**src/rtl/uart_rx_pkg.sv**
```systemverilog
// Shared types and parameter limits for the UART receive frame checker.
package uart_rx_pkg;

  typedef enum logic [1:0] {
    ST_IDLE   = 2'd0,
    ST_DATA   = 2'd1,
    ST_PARITY = 2'd2,
    ST_STOP   = 2'd3
  } state_t;

  localparam int DATA_W_MIN    = 5;
  localparam int DATA_W_MAX    = 9;
  localparam int STOP_BITS_MIN = 1;
  localparam int STOP_BITS_MAX = 2;
  localparam int CNT_W_MIN     = 1;
  localparam int CNT_W_MAX     = 16;

  function automatic bit in_range(input int v, input int lo, input int hi);
    return (v >= lo) && (v <= hi);
  endfunction

endpackage

```
**src/rtl/sat_counter.sv**
```systemverilog
// Saturating up-counter with synchronous clear; clear wins over increment.
module sat_counter #(
  parameter int W = 8
) (
  input  logic         clk,
  input  logic         rst,
  input  logic         inc,
  input  logic         clr,
  output logic [W-1:0] cnt
);

  always_ff @(posedge clk or posedge rst) begin
    if (rst) begin
      cnt <= '0;
    end else if (clr) begin
      cnt <= '0;
    end else if (inc && (cnt != {W{1'b1}})) begin
      cnt <= cnt + W'(1);
    end
  end

endmodule

```
**src/rtl/frame_check.sv**
```systemverilog
// Checks a sampled UART frame (data, optional parity, stop bits) and reports errors.
// Error counters exist only when FRAME_CHECK_ERR_CNT_EN is defined.
module frame_check
  import uart_rx_pkg::*;
#(
  parameter int DATA_W    = 8,
  parameter int STOP_BITS = 1,
  parameter int CNT_W     = 8
) (
  input  logic              clk,
  input  logic              rst,
  input  logic              EN,
  input  logic              start,
  input  logic              bit_valid,
  input  logic              sampled_bit,
  input  logic              par_en,
  input  logic              par_odd,
  input  logic              cnt_clr,
  output logic              busy,
  output logic              frame_valid,
  output logic [DATA_W-1:0] data,
  output logic              par_err,
  output logic              stop_err
`ifdef FRAME_CHECK_ERR_CNT_EN
  ,
  output logic [CNT_W-1:0]  par_err_cnt,
  output logic [CNT_W-1:0]  stop_err_cnt
`endif
);

  if (!in_range(DATA_W, DATA_W_MIN, DATA_W_MAX)) begin : g_bad_data_w
    $error("frame_check: DATA_W out of range");
  end
  if (!in_range(STOP_BITS, STOP_BITS_MIN, STOP_BITS_MAX)) begin : g_bad_stop_bits
    $error("frame_check: STOP_BITS out of range");
  end
  if (!in_range(CNT_W, CNT_W_MIN, CNT_W_MAX)) begin : g_bad_cnt_w
    $error("frame_check: CNT_W out of range");
  end

  localparam logic [3:0] LAST_BIT  = 4'(DATA_W - 1);
  localparam logic       LAST_STOP = 1'(STOP_BITS - 1);

  // start and bit_valid are single-cycle strobes with no ready/backpressure:
  // a strobe is consumed in the cycle it is high or it is lost.
  state_t            state, state_d;
  logic [3:0]        bit_cnt, bit_cnt_d;
  logic              stop_cnt, stop_cnt_d;
  logic [DATA_W-1:0] shreg, shreg_d, data_d;
  logic              acc, acc_d;
  logic              par_en_q, par_en_d;
  logic              perr_f, perr_d, serr_f, serr_d;
  logic              frame_valid_d, par_err_d, stop_err_d;

  assign busy = (state != ST_IDLE);

  always_comb begin
    state_d       = state;
    bit_cnt_d     = bit_cnt;
    stop_cnt_d    = stop_cnt;
    shreg_d       = shreg;
    acc_d         = acc;
    par_en_d      = par_en_q;
    perr_d        = perr_f;
    serr_d        = serr_f;
    frame_valid_d = 1'b0;
    data_d        = data;
    par_err_d     = par_err;
    stop_err_d    = stop_err;
    if (!EN) begin
      state_d    = ST_IDLE;
      data_d     = '0;
      par_err_d  = 1'b0;
      stop_err_d = 1'b0;
    end else begin
      case (state)
        ST_IDLE: begin
          if (start) begin
            state_d    = ST_DATA;
            bit_cnt_d  = '0;
            stop_cnt_d = 1'b0;
            par_en_d   = par_en;
            // Preloading with par_odd makes a zero result mean "parity good" for both senses.
            acc_d      = par_odd;
            perr_d     = 1'b0;
            serr_d     = 1'b0;
          end
        end
        ST_DATA: begin
          if (bit_valid) begin
            shreg_d   = {sampled_bit, shreg[DATA_W-1:1]};
            acc_d     = acc ^ sampled_bit;
            bit_cnt_d = bit_cnt + 4'd1;
            if (bit_cnt == LAST_BIT) begin
              state_d = par_en_q ? ST_PARITY : ST_STOP;
            end
          end
        end
        ST_PARITY: begin
          if (bit_valid) begin
            perr_d  = acc ^ sampled_bit;
            state_d = ST_STOP;
          end
        end
        ST_STOP: begin
          if (bit_valid) begin
            serr_d     = serr_f | ~sampled_bit;
            stop_cnt_d = stop_cnt + 1'b1;
            if (stop_cnt == LAST_STOP) begin
              state_d       = ST_IDLE;
              frame_valid_d = 1'b1;
              data_d        = shreg;
              par_err_d     = par_en_q & perr_f;
              stop_err_d    = serr_f | ~sampled_bit;
            end
          end
        end
        default: state_d = ST_IDLE;
      endcase
    end
  end

  always_ff @(posedge clk or posedge rst) begin
    if (rst) begin
      state       <= ST_IDLE;
      bit_cnt     <= '0;
      stop_cnt    <= 1'b0;
      shreg       <= '0;
      acc         <= 1'b0;
      par_en_q    <= 1'b0;
      perr_f      <= 1'b0;
      serr_f      <= 1'b0;
      frame_valid <= 1'b0;
      data        <= '0;
      par_err     <= 1'b0;
      stop_err    <= 1'b0;
    end else begin
      state       <= state_d;
      bit_cnt     <= bit_cnt_d;
      stop_cnt    <= stop_cnt_d;
      shreg       <= shreg_d;
      acc         <= acc_d;
      par_en_q    <= par_en_d;
      perr_f      <= perr_d;
      serr_f      <= serr_d;
      frame_valid <= frame_valid_d;
      data        <= data_d;
      par_err     <= par_err_d;
      stop_err    <= stop_err_d;
    end
  end

`ifdef FRAME_CHECK_ERR_CNT_EN
  // Counting is gated by EN so a disabled block leaves the counts untouched.
  logic par_inc, stop_inc;
  assign par_inc  = EN & frame_valid & par_err;
  assign stop_inc = EN & frame_valid & stop_err;

  sat_counter #(.W(CNT_W)) u_par_cnt (
    .clk (clk),
    .rst (rst),
    .inc (par_inc),
    .clr (cnt_clr),
    .cnt (par_err_cnt)
  );

  sat_counter #(.W(CNT_W)) u_stop_cnt (
    .clk (clk),
    .rst (rst),
    .inc (stop_inc),
    .clr (cnt_clr),
    .cnt (stop_err_cnt)
  );
`else
  logic unused_cnt_clr;
  assign unused_cnt_clr = cnt_clr;
`endif

endmodule

```
**config.mk**
```make
export PLATFORM = sky130hd
export DESIGN_NAME = frame_check
export DESIGN_NICKNAME = d
export VERILOG_FILES = /design/src/rtl/uart_rx_pkg.sv /design/src/rtl/sat_counter.sv /design/src/rtl/frame_check.sv
export SDC_FILE = /design/constraint.sdc
export NUM_CORES = 1
export LEC_CHECK = 0
export CORE_MARGIN = 1.5
export CORE_UTILIZATION = 47
export CTS_CLUSTER_DIAMETER = 60
export DETAILED_ROUTE_END_ITERATION = 12
export PLACE_DENSITY = 0.74
export SETUP_SLACK_MARGIN = 0.2
export SLEW_MARGIN = 20
export SYNTH_ARGS = -nofsm -noshare
export SYNTH_HDL_FRONTEND = slang
export SYNTH_SLANG_ARGS = --single-unit
```
**constraint.sdc**
```tcl
create_clock -name clk -period 3 [get_ports clk]
set_input_delay 0.9 -clock clk [delete_from_list [all_inputs] [get_ports clk]]
set_output_delay 0.9 -clock clk [all_outputs]
set_load 0.02 [all_outputs]
```
==> metrics.txt <==
hold crit path type reg -> reg; Hold Fails Final Rpt 0; fill cell count 269; P_leak 0.785 nW; Reg clk slew, reported paths 90 ps; Final Util 57.1%; CTS tree built; Max Slew Vio Count 0; layout cells sized above 1 between 20% and 30%; hpwl dp 1760 um; Final Cycle Share between 80% and 90%; Multi-input gate area 649 um^2; FP Rows 20; Cell Chain, Critical Path inv_1 -> ha_2 -> inv_1 -> clkdlybuf4s50_1; max incr delay on CP 530 ps; I/O pin count 21; Num CTS Buffers 5; Crit path buffers/inverters 3; most frequent cells in the layout dfrtp_1, clkdlybuf4s50_1, a22o_1; Max Cap Viol 0; Worst EP arrival 1770 ps; Setup Skew 7.81 ps; CTS Hold Bufs 0; Root Driver clkbuf_4; syn nets about 140; fin crit period 2670 ps; most common cell after layout, fill and taps aside dfrtp_1; Clock Tree Buf Depth 2; Slowest-stage cell, CP clkdlybuf4s50_1; average size of a mapped cell 12.1 um^2; Yosys top cell by area dfrtp_1; Synth area leaders dfrtp_1, a22o_1, mux2_2, ha_1, mux2i_1; first-pass GRT wire length 4370 um; vias in the first global route 974; die width 59 um; Finish-stage setup viols 0; Logic pwr share between 30% and 40%; CTS sink cnt 30; area delta synth->final 17.3%; die height 59 um; post-synth top area share about half; RSZ-0062 raised after global routing false; Iter 0 DRT Violations 28; drt drc 0; initial antenna violation count 0; Slew headroom 66.0%; grt total ovfl 0; Final ANT Viol Nets 0; Yosys reg bits 30; routed vias/inst 5.24; via count 986; CORE AREA 0.00303 mm^2; final WL ~2500 um; sequential power share 47.8%; Critical Setup Path Class reg -> out; post-synthesis cell count between 100 and 150; cell mode on critical path inv_1; hold path start data[5]; diodes inserted 0; Worst EP required 2100 ps; gpl congestion between 0.7 and 0.8; final net count 159; status finished, final reports clean; CP max FO 7; Crit. End Element primary output; worst vdd ir around 320 uV; Initial Util 48.7%; Cell Int Power 0.738 mW; clk_lat worst skew 330 ps; port bufs 19; clock share of power 19.2%; max frequency approximately 370 MHz; Cell Area, Synth 0.00147 mm^2; Routed wire per std cell 13.4 um; post-synthesis sequential area ratio 50.9%; switching share of power 35.4%; Worst-Margin Slew just over 500 ps; largest net degree at the start of global routing 31; FF+latch area 752 um^2; setup_tns 0 ps; Psw between 0.4 and 0.5 mW; worst r2r src state[1]; htree depth 2; Post-CTS Setup Inserts 0; pwr dens 660 mW/mm^2; delay-heaviest family, CP buffers and inverters; library cells used by synthesis 31; Total GRT Usage 16.9%; die area 0.00348 mm^2; CP startpoint kind flop; Pre-Repair DR Iteration Count 4; crit path launch state[0]; yosys warns 0
## power by group through the flow
stage               Combinational [mW]  Sequential (mW)  Clock (mW)
global route                     0.418            0.559       0.243
CTS                              0.377            0.546       0.228
floorplan                        0.298            0.539           0
detailed placement               0.374            0.552           0
finish                           0.376            0.546       0.220
global placement                 0.364            0.547           0
## logic make-up (layout without fill, tap and decap cells)
| group | Yosys count | count (layout) | synth area share [%] |
|---|---|---|---|
| XOR/XNOR | 3 | 3 | 1.78 |
| buffers and inverters | 11 | 33 | 5.18 |
| adder cells (fa/ha/maj) | 6 | 6 | 5.09 |
| multiplexers | 12 | 12 | 8.83 |
| flip-flops | 30 | 30 | 50.9 |
| AO/OA/AOI/OAI | 29 | 29 | 15.7 |
| AND/OR/NAND/NOR | 31 | 31 | 12.5 |
## stage by stage
| step | setup WS (ps) | instances | power [mW] | cell area, um^2 | hold slack [ps] |
|---|---|---|---|---|---|
| floorplan | 1200 | 122 | 0.837 | 1470 | 462 |
| global placement | 554 | 181 | 0.911 | 1680 | 478 |
| detailed placement | 555 | 181 | 0.926 | 1680 | 488 |
| CTS | 205 | 188 | 1.15 | 1730 | 511 |
| global route | 256 | 188 | 1.22 | 1730 | 540 |
| finish | 332 | 188 | 1.14 | 1730 | 509 |
## registers in the layout (all words and copies together), names as in the netlist, 2 cells and up
name	flops
data	8
bit_cnt	4
shreg	8
state	2
## metal layers
layer / part of all wire (%) / GRT usage (%)
met1: 45 / 20.8
met2: 49 / 27.1
met3: 4.8 / 5.90
met4: 1.2 / 6.82
met5: 0 / 0
## final timing paths
path,to,slack [ps],cells after the start
worst max-delay path,busy,330,4
min in group asynchronous,par_en_q,930,3
worst min register to register,data[5],510,1
max in group asynchronous,state[0],1780,3
worst min-delay path,data[5],510,1
worst max register to register,shreg[0],1180,4
## final cells by class
class	count	share of cell area (%)
tap	44	3.18
multi-input combinational	81	37.6
sequential	30	43.5
timing repair buffer	20	11.4
clock buffer	5	2.17
clock inverter	2	0.579
inverter	6	1.59
## worst register-to-register path: stages (launching register included)
cell and delay, ps:
dfrtp_1 420, inv_1 120, ha_1 490, and3_4 340, mux2_2 350
## timing repair
action | 4_1_cts | 5_1_grt
endpoints found under the hold margin | 0 | 0
gates resized for setup | 0 | 2
setup endpoints to repair | 0 | 1
## Yosys cell counts
cell        n
mux2_2      8
a22o_1     11
and2_1      1
nand3b_1    1
xor2_1      3
o31ai_4     1
buf_6       3
a21boi_2    1
and3_4      2
mux2i_1     4
inv_1       5
and3_1      1
inv_6       1
a21oi_1     3
o2111ai_1   1
nor2_4      1
o22a_1      1
nand3_2     3
ha_1        6
a32o_1      1
nor2_1      6
buf_4       2
nand2b_1    2
dfrtp_1    30
nand4_1     1
nand2b_2    1
o21ai_0     7
nand3_1     4
a31oi_1     2
nand2_1     8
o211ai_2    1
No activity file was read; power rests on OpenSTA's default activity.
